**src/rtl/alu_issue_wb_pkg.sv**
```systemverilog
// alu_issue_wb_pkg: shared widths, ALU op encodings, funct codes and funct decoder.
// Revision: 1.0
`timescale 1ns/1ps
`default_nettype none

package alu_issue_wb_pkg;

    localparam int DATA_W   = 4;
    localparam int NUM_REGS = 4;
    localparam int REG_AW   = 2;

    typedef enum logic [2:0] {
        OP_AND = 3'b000,
        OP_OR  = 3'b001,
        OP_ADD = 3'b010,
        OP_SUB = 3'b110,
        OP_SLT = 3'b111
    } alu_op_e;

    localparam logic [5:0] FUNCT_ADD = 6'h20;
    localparam logic [5:0] FUNCT_SUB = 6'h22;
    localparam logic [5:0] FUNCT_AND = 6'h24;
    localparam logic [5:0] FUNCT_OR  = 6'h25;
    localparam logic [5:0] FUNCT_SLT = 6'h2A;

    typedef struct packed {
        logic    legal;
        alu_op_e op;
    } decode_t;

    function automatic decode_t decode_funct(input logic [5:0] funct);
        decode_t d;
        d.legal = 1'b1;
        d.op    = OP_ADD;
        case (funct)
            FUNCT_ADD: d.op = OP_ADD;
            FUNCT_SUB: d.op = OP_SUB;
            FUNCT_AND: d.op = OP_AND;
            FUNCT_OR:  d.op = OP_OR;
            FUNCT_SLT: d.op = OP_SLT;
            default:   d.legal = 1'b0;
        endcase
        return d;
    endfunction

endpackage

`default_nettype wire

```
**src/rtl/alu_issue_wb_regfile4x4.sv**
```systemverilog
// regfile4x4: 4x4 register file, two async read ports, one sync write port, r0 fixed at zero.
// Revision: 1.0
`timescale 1ns/1ps
`default_nettype none

module regfile4x4
    import alu_issue_wb_pkg::*;
(
    input  logic              clk,
    input  logic              rst,
    input  logic [REG_AW-1:0] rd_addr0,
    output logic [DATA_W-1:0] rd_data0,
    input  logic [REG_AW-1:0] rd_addr1,
    output logic [DATA_W-1:0] rd_data1,
    input  logic              wr_en,
    input  logic [REG_AW-1:0] wr_addr,
    input  logic [DATA_W-1:0] wr_data
);

    logic [DATA_W-1:0] r_regs [0:NUM_REGS-1];

    // r0 is never written, so it holds its reset value of zero forever.
    always_ff @(posedge clk or posedge rst) begin
        if (rst) begin
            for (int i = 0; i < NUM_REGS; i++) begin
                r_regs[i] <= '0;
            end
        end else if (wr_en && (wr_addr != '0)) begin
            r_regs[wr_addr] <= wr_data;
        end
    end

    assign rd_data0 = r_regs[rd_addr0];
    assign rd_data1 = r_regs[rd_addr1];

endmodule

`default_nettype wire

```
**src/rtl/alu_issue_wb.sv**
```systemverilog
// alu_issue_wb: decode/issue stage driving a 4-bit ALU and its write-back stage.
// Revision: 1.0. Optional macro ALU_FORWARD_EN: forward alu_result on hazards instead of stalling.
`timescale 1ns/1ps
`default_nettype none

module alu_issue_wb
    import alu_issue_wb_pkg::*;
(
    input  logic              clk,
    input  logic              rst,
    input  logic              in_valid,
    output logic              in_ready,
    input  logic [5:0]        in_funct,
    input  logic              in_ldi,
    input  logic [DATA_W-1:0] in_imm,
    input  logic [REG_AW-1:0] in_rs,
    input  logic [REG_AW-1:0] in_rt,
    input  logic [REG_AW-1:0] in_rd,
    output logic [DATA_W-1:0] alu_a,
    output logic [DATA_W-1:0] alu_b,
    output logic [2:0]        alu_op,
    input  logic [DATA_W-1:0] alu_result,
    input  logic              alu_zero,
    output logic              out_valid,
    output logic [DATA_W-1:0] out_result,
    output logic [REG_AW-1:0] out_rd,
    output logic              zero_flag,
    output logic              err
);

    decode_t           w_dec;
    logic [DATA_W-1:0] w_rs_data, w_rt_data, w_opnd_a, w_opnd_b;
    logic              w_ex_fwd, w_haz_rs, w_haz_rt, w_accept, w_wb_legal;

    logic              r_ex_valid, r_ex_illegal;
    alu_op_e           r_ex_op;
    logic [DATA_W-1:0] r_ex_a, r_ex_b;
    logic [REG_AW-1:0] r_ex_rd;

    logic              r_out_valid, r_zero_flag, r_err;
    logic [DATA_W-1:0] r_out_result;
    logic [REG_AW-1:0] r_out_rd;

    assign w_dec      = decode_funct(in_funct);
    assign w_wb_legal = r_ex_valid & ~r_ex_illegal;

    // Only a legal in-flight write to a real register can make the regfile read stale.
    assign w_ex_fwd = w_wb_legal & (r_ex_rd != '0);
    assign w_haz_rs = in_valid & ~in_ldi & w_ex_fwd & (in_rs == r_ex_rd);
    assign w_haz_rt = in_valid & ~in_ldi & w_ex_fwd & (in_rt == r_ex_rd);

`ifdef ALU_FORWARD_EN
    assign in_ready = 1'b1;
    assign w_opnd_a = w_haz_rs ? alu_result : w_rs_data;
    assign w_opnd_b = w_haz_rt ? alu_result : w_rt_data;
`else
    assign in_ready = ~(w_haz_rs | w_haz_rt);
    assign w_opnd_a = w_rs_data;
    assign w_opnd_b = w_rt_data;
`endif

    assign w_accept = in_valid & in_ready;

    regfile4x4 u_regfile (
        .clk      (clk),
        .rst      (rst),
        .rd_addr0 (in_rs),
        .rd_data0 (w_rs_data),
        .rd_addr1 (in_rt),
        .rd_data1 (w_rt_data),
        .wr_en    (w_wb_legal),
        .wr_addr  (r_ex_rd),
        .wr_data  (alu_result)
    );

    always_ff @(posedge clk or posedge rst) begin
        if (rst) begin
            r_ex_valid   <= 1'b0;
            r_ex_illegal <= 1'b0;
            r_ex_op      <= OP_AND;
            r_ex_a       <= '0;
            r_ex_b       <= '0;
            r_ex_rd      <= '0;
        end else begin
            r_ex_valid <= w_accept;
            if (w_accept) begin
                r_ex_op      <= in_ldi ? OP_ADD : w_dec.op;
                r_ex_a       <= in_ldi ? '0 : w_opnd_a;
                r_ex_b       <= in_ldi ? in_imm : w_opnd_b;
                r_ex_rd      <= in_rd;
                r_ex_illegal <= ~in_ldi & ~w_dec.legal;
            end
        end
    end

    always_ff @(posedge clk or posedge rst) begin
        if (rst) begin
            r_out_valid  <= 1'b0;
            r_err        <= 1'b0;
            r_out_result <= '0;
            r_out_rd     <= '0;
            r_zero_flag  <= 1'b0;
        end else begin
            r_out_valid <= w_wb_legal;
            r_err       <= r_ex_valid & r_ex_illegal;
            if (w_wb_legal) begin
                r_out_result <= alu_result;
                r_out_rd     <= r_ex_rd;
                r_zero_flag  <= alu_zero;
            end
        end
    end

    assign alu_a      = r_ex_a;
    assign alu_b      = r_ex_b;
    assign alu_op     = r_ex_op;
    assign out_valid  = r_out_valid;
    assign out_result = r_out_result;
    assign out_rd     = r_out_rd;
    assign zero_flag  = r_zero_flag;
    assign err        = r_err;

endmodule

`default_nettype wire

```
**config.mk**
```make
export PLATFORM = sky130hd
export DESIGN_NAME = alu_issue_wb
export DESIGN_NICKNAME = d
export VERILOG_FILES = /design/src/rtl/alu_issue_wb_pkg.sv /design/src/rtl/alu_issue_wb_regfile4x4.sv /design/src/rtl/alu_issue_wb.sv
export SDC_FILE = /design/constraint.sdc
export NUM_CORES = 1
export LEC_CHECK = 0
export CAP_MARGIN = 20
export CORE_ASPECT_RATIO = 1.25
export CORE_MARGIN = 4
export CORE_UTILIZATION = 45
export DETAILED_ROUTE_END_ITERATION = 8
export MAX_ROUTING_LAYER = met4
export PLACE_DENSITY = 0.84
export SYNTH_ARGS = -nofsm -noshare
export SYNTH_HDL_FRONTEND = slang
export SYNTH_SLANG_ARGS = --single-unit
```
**constraint.sdc**
```tcl
create_clock -name clk -period 4 [get_ports clk]
set_input_delay 0.4 -clock clk [delete_from_list [all_inputs] [get_ports clk]]
set_output_delay 0.4 -clock clk [all_outputs]
set_load 0.01 [all_outputs]
```
==> summary.md, run 1 <==
| Metric | Value |
|---|---|
| Outcome | `finished clean` |
| Cell with the most instances after synthesis | `dfrtp_1` |
| Vias in the first global route | `1,362` |
| CP required | `3.60 ns` |
| Minimum clock period after layout | `2.57 ns` |
| Synthesized area per cell | `12.0 um^2` |
| Number of synthesized register bits | `40` |
| Port buffer count | `45` |
| Initial drt markers | `51` |
| Htree depth | `2` |
| Most frequent CP cell | `clkdlybuf4s50_1` |
| Rel. slew slack | `0.617` |
| Row Count | `26` |
| Routability cong. | `0.789` |
| CTS buffer count | `5` |
| Post-synth top cells | `dfrtp_1 (40), nand2_1 (22), mux2_2 (20), inv_1 (13), o22ai_1 (7)` |
| Layout Area Growth over Synthesis | `28.4%` |
| Post-CTS setup buffers | `0` |
| DIE HEIGHT | `80.3 um` |
| Synth Net Count | `182` |
| DP Wirelength | `2850 um` |
| Endpoint class of the critical path | `output port` |
| Worst Path Class, Setup | `input port to output port` |
| Routed Antenna Nets | `0` |
| # DRC | `0` |
| Synth top area share | `0.532` |
| Grt total ovfl | `0` |
| Post-synth EDFFs | `0` |
| Pwr per Cell Area | `472 mW/mm^2` |
| Root buf cell | `clkbuf_8` |
| Total track usage | `0.165` |
| Critical path's slowest cell | `clkdlybuf4s50_1` |
| Synth area leaders | `dfrtp_1 (53%), mux2_2 (12%), mux4_2 (4.8%)` |
| Worst Path Max Fanout | `9` |
| Hold buffers post-CTS | `0` |
| Gate Count Post-Synth | `157` |
| Startpoint types | `input port` |
| Initial antenna violation count | `0` |
| CP bufs+invs | `2` |
| TritonCTS clock tree | `built` |
| Most frequently used flop master after synthesis | `dfrtp_1` |
| Synth Warn # | `0` |
| Clk buf depth | `2` |
| Layout cells sized above 1 | `0.192` |
| Peak VDD IR | `0.240 mV` |
| WL final | `3690 um` |
| Seq/Total Area, Yosys | `0.532` |
| Achievable frequency | `390 MHz` |
| Clock transition at path regs | `0.07 ns` |
| Core Region | `0.00407 mm^2` |
| Largest net degree at the start of global routing | `41` |
| Num Clock Sinks | `40` |
| RSZ-0062 raised after global routing | `no` |
| Maxcap violations | `0` |
| Diodes inserted | `0` |
| Via count | `1,289` |
| Yosys cell types | `34` |
| Final worst slack | `1.43 ns` |
| 1st-pass router iterations | `4` |
| Crit-path max cell delay | `0.73 ns` |
| Crit path max-delay family | `buffers and inverters` |
| Setup TNS | `0 ns` |
| HP Class | `flop to flop` |
| Finish-stage setup viols | `0` |
| Clock Latency Late Sink | `0.29 ns` |
| Full die area | `0.00529 mm^2` |
| Measured slew at the worst slew-check pin | `0.570 ns` |
| Max-slew violation count | `0` |
| Clock Skew | `0.00293 ns` |
| Worst path arrival time | `2.17 ns` |
| Final Hold Fails | `0` |
| Cell Area, Synth | `0.00188 mm^2` |
| Critical Path, Cell by Cell | `clkdlybuf4s50_1 > xnor2_1 > a22oi_2 > nor2_1 > nand2_1 > clkdlybuf4s50_1` |
| Starting Density | `0.463` |
| WL per Instance | `14.5 um` |
| Post-Place Setup Slack | `1.41 ns` |
| First-pass GRT wire length | `6260 um` |
| Asr flop ratio synth | `1.00` |
| Drt via density | `5.07` |
| Post-CTS resize count | `0` |
| Ports | `46` |
| Die X | `65.9 um` |
| Synth area leader | `dfrtp_1` |
| Pleak | `0.00104 uW` |
| Nets | `225` |
| Tcrit/Tclk final | `0.642` |
-- through the flow --
step	cell area, um^2	utilization	power, uW	std cells	hold slack (ns)
final	2420	0.595	1140	254	0.404
after global routing	2420	0.595	1220	254	0.430
after CTS	2420	0.595	1160	254	0.403
after detailed placement	2350	0.578	924	249	0.388
after global placement	2350	0.578	910	249	0.381
after floorplan	1880	-	777	157	0.445
-- registers in the layout (all words and copies together) (netlist names) --
signal and count:
r_ex_illegal 1, alu_b 4, out_valid 1, out_rd 2, alu_op 3, u_regfile.r_regs 16, zero_flag 1, err 1
r_ex_valid 1, alu_a 4, out_result 4, r_ex_rd 2
-- cell usage in the layout, fill, tap and decap left out, types with 5 or more instances in the layout --
cell type	count
clkbuf_8	5
o22ai_1	7
dfrtp_1	40
nand2_1	22
clkdlybuf4s50_1	45
mux2_2	20
inv_1	13
-- layer usage --
layer,global-route usage,up-vias,part of all wire
met3,0.0462,7,0.056
met4,0.0871,0,0.024
met1,0.189,620,0.43
met5,-,-,0
met2,0.261,37,0.49
li1,-,625,-
-- cells by family after synthesis --
| group | after synthesis | synth area share |
|---|---|---|
| muxes | 30 | 0.205 |
| buffers and inverters | 25 | 0.0631 |
| DFF | 40 | 0.532 |
| AOI/OAI and AO/OA | 19 | 0.0831 |
| xor gates and xnor gates | 4 | 0.0226 |
| and+or+nand+nor | 39 | 0.0950 |
-- final cells by class --
cell class | count | area (um^2)
fill | 341 | 1650
timing repair buffer | 46 | 458
sequential | 40 | 1000
multi-input combinational | 92 | 763
clock buffer | 5 | 68.8
inverter | 15 | 57.6
tap | 56 | 70.1
-- where the power goes --
| group | internal (uW) | switching, uW | total [uW] |
|---|---|---|---|
| clock network | 112 | 118 | 230 |
| registers | 502 | 65.6 | 567 |
| logic | 214 | 131 | 345 |
-- final timing paths --
kind	from	end	slack (ns)	depth (start not counted)
hold reg to reg	u_regfile.r_regs[13]	u_regfile.r_regs[13]	0.40	0
max in group asynchronous	rst	u_regfile.r_regs[2]	3.11	3
hold / removal	u_regfile.r_regs[13]	u_regfile.r_regs[13]	0.40	0
setup / recovery	in_rt[1]	in_ready	1.43	6
min in group asynchronous	rst	out_valid	0.55	3
setup reg to reg	r_ex_illegal	alu_a[0]	2.25	6
(Power assumes the default switching activity.)
==> run 2: changes to the inputs <==
Clock period 4 ns to 2.4 ns, I/O delays scaled along.
==> summary.md, run 2 (same netlist as run 1, synthesis figures left out) <==
| Metric | Value |
|---|---|
| Outcome | `finished clean` |
| Core Region | `0.00407 mm^2 (unchanged)` |
| Grt total ovfl | `0 (unchanged)` |
| Starting Density | `0.463 (unchanged)` |
| Initial drt markers | `39 (-24%)` |
| CP required | `2.16 ns (-1.44 ns)` |
| Maxcap violations | `0 (unchanged)` |
| Largest net degree at the start of global routing | `41 (unchanged)` |
| Setup TNS | `0 ns (unchanged)` |
| Endpoint class of the critical path | `output port` |
| Worst Path Max Fanout | `10 (+1)` |
| # DRC | `0 (unchanged)` |
| Clock transition at path regs | `0.07 ns (about the same)` |
| Via count | `1,322 (+2.6%)` |
| Hold buffers post-CTS | `0 (unchanged)` |
| Post-CTS resize count | `0 (unchanged)` |
| CTS buffer count | `5 (unchanged)` |
| 1st-pass router iterations | `4 (unchanged)` |
| Row Count | `26 (unchanged)` |
| Worst path arrival time | `1.95 ns (-0.22 ns)` |
| Clock Latency Late Sink | `0.29 ns (about the same)` |
| First-pass GRT wire length | `6290 um (+0.43%)` |
| Max-slew violation count | `0 (unchanged)` |
| Layout fillers | `338 (-0.88%)` |
| Critical Path, Cell by Cell | `nand2_2 > clkinv_2 > o21ai_0 > nor2_1 > nand2_1 > clkdlybuf4s50_1` |
| Num Clock Sinks | `40 (unchanged)` |
| Crit-path max cell delay | `0.54 ns (-0.19 ns)` |
| WHS | `0.370 ns (-0.0342 ns)` |
| Final Hold Fails | `0 (unchanged)` |
| Critical Path Sink | `in_ready` |
| Most frequent cells in the layout | `clkdlybuf4s50_1 (45), dfrtp_1 (40), nand2_1 (22)` |
| Crit. Startpoint | `r_ex_valid` |
| DIE HEIGHT | `80.3 um (unchanged)` |
| Power, Total | `1980 uW (+73%)` |
| FF-to-FF Start | `r_ex_illegal` |
| Worst r2r path cells | `6 (unchanged)` |
| Largest register FFs | `16 (unchanged)` |
| Root buf cell | `clkbuf_8` |
| Post-CTS setup buffers | `0 (unchanged)` |
| Measured slew at the worst slew-check pin | `0.493 ns (-0.0773 ns)` |
| Critical path's slowest cell | `clkdlybuf4s50_1` |
| Most common cell after layout, fill and taps aside | `clkdlybuf4s50_1` |
| Die X | `65.9 um (unchanged)` |
| Peak VDD IR | `0.459 mV (+91%)` |
| Ports | `46 (unchanged)` |
| Pleak | `0.00108 uW (+3.2%)` |
| WL final | `3770 um (+2.3%)` |
| Diodes inserted | `0 (unchanged)` |
| RR Endpoint | `r_ex_rd[1]` |
| Htree depth | `2 (unchanged)` |
| Vias in the first global route | `1,314 (-3.5%)` |
| Layout cells sized above 1 | `0.214 (+0.0217)` |
| Pwr per Cell Area | `799 mW/mm^2 (+69%)` |
| Full die area | `0.00529 mm^2 (unchanged)` |
| HP Class | `input port to async pin` |
| Most flop-heavy register | `u_regfile.r_regs` |
| Levels on crit path | `6 (unchanged)` |
| Initial antenna violation count | `0 (unchanged)` |
| Rel. slew slack | `0.671 (+0.0541)` |
| Routability cong. | `0.767 (-2.9%)` |
| CP bufs+invs | `2 (unchanged)` |
| Crit path max-delay family | `buffers and inverters` |
| Layout Area Growth over Synthesis | `31.6%` |
| Clock Skew | `0.00250 ns (-0.000431 ns)` |
| Port buffer count | `45 (unchanged)` |
| Tcrit/Tclk final | `0.911` |
| Worst Path Class, Setup | `flop to output port` |
| Worst R2R Setup Slack | `0.63 ns (-1.62 ns)` |
| Total track usage | `0.165 (about the same)` |
| RSZ-0062 raised after global routing | `no` |
| Startpoint types | `flop` |
| Achievable frequency | `458 MHz` |
| Finish-stage setup viols | `0 (unchanged)` |
| Minimum clock period after layout | `2.19 ns` |
| WL per Instance | `14.4 um (-0.84%)` |
| Nets | `230 (+2.2%)` |
| Routed Antenna Nets | `0 (unchanged)` |
| DP Wirelength | `2910 um (+1.9%)` |
| TritonCTS clock tree | `built` |
| Drt via density | `5.05 (-0.57%)` |
| Clk buf depth | `2 (unchanged)` |
-- run 2: power breakdown --
group          switching, uW  total, uW  internal [uW]
Sequential               112        947            835
Combinational            221        583            363
Clock                    214        448            234
Total                    546       1980           1430
-- run 2: how the worst min path moves through the flow --
stage / startpoint / endpoint / cells past startpoint
2_1_floorplan: in_valid / r_ex_illegal / 1
3_3_place_gp: u_regfile.r_regs[13] / u_regfile.r_regs[13] / 0
3_5_place_dp: u_regfile.r_regs[12] / u_regfile.r_regs[12] / 0
4_1_cts: rst / err / 3
5_1_grt: u_regfile.r_regs[14] / u_regfile.r_regs[14] / 0
6_report: rst / err / 3
-- run 2: stage by stage --
stage / instance area (um^2) / setup WS, ns / cells / utilization
final: 2480 / 0.214 / 262 / 0.609
after global routing: 2480 / 0.106 / 262 / 0.609
after CTS: 2480 / 0.192 / 262 / 0.609
after detailed placement: 2390 / 0.331 / 254 / 0.587
after global placement: 2390 / 0.349 / 254 / 0.587
after floorplan: 1880 / 0.735 / 157 / -
-- run 2: area by class of cell --
| cell class | instances | area [um^2] | area share |
|---|---|---|---|
| Sequential cell | 40 | 1000 | 0.404 |
| Multi-Input combinational cell | 92 | 763 | 0.308 |
| Timing Repair Buffer | 51 | 495 | 0.200 |
| Clock buffer | 8 | 90.1 | 0.0364 |
| Tap cell | 56 | 70.1 | 0.0283 |
| Inverter | 15 | 57.6 | 0.0232 |
-- run 2: layer usage --
layer	share of wire	vias up	track usage
met5	0	-	-
li1	-	633	-
met4	0.016	0	0.0581
met2	0.50	41	0.266
met1	0.41	642	0.191
met3	0.073	6	0.0559
-- run 2: worst min-delay path, cell delays in order --
cell,delay (ns)
clkdlybuf4s50_1,0.40
inv_1,0.05
buf_4,0.41
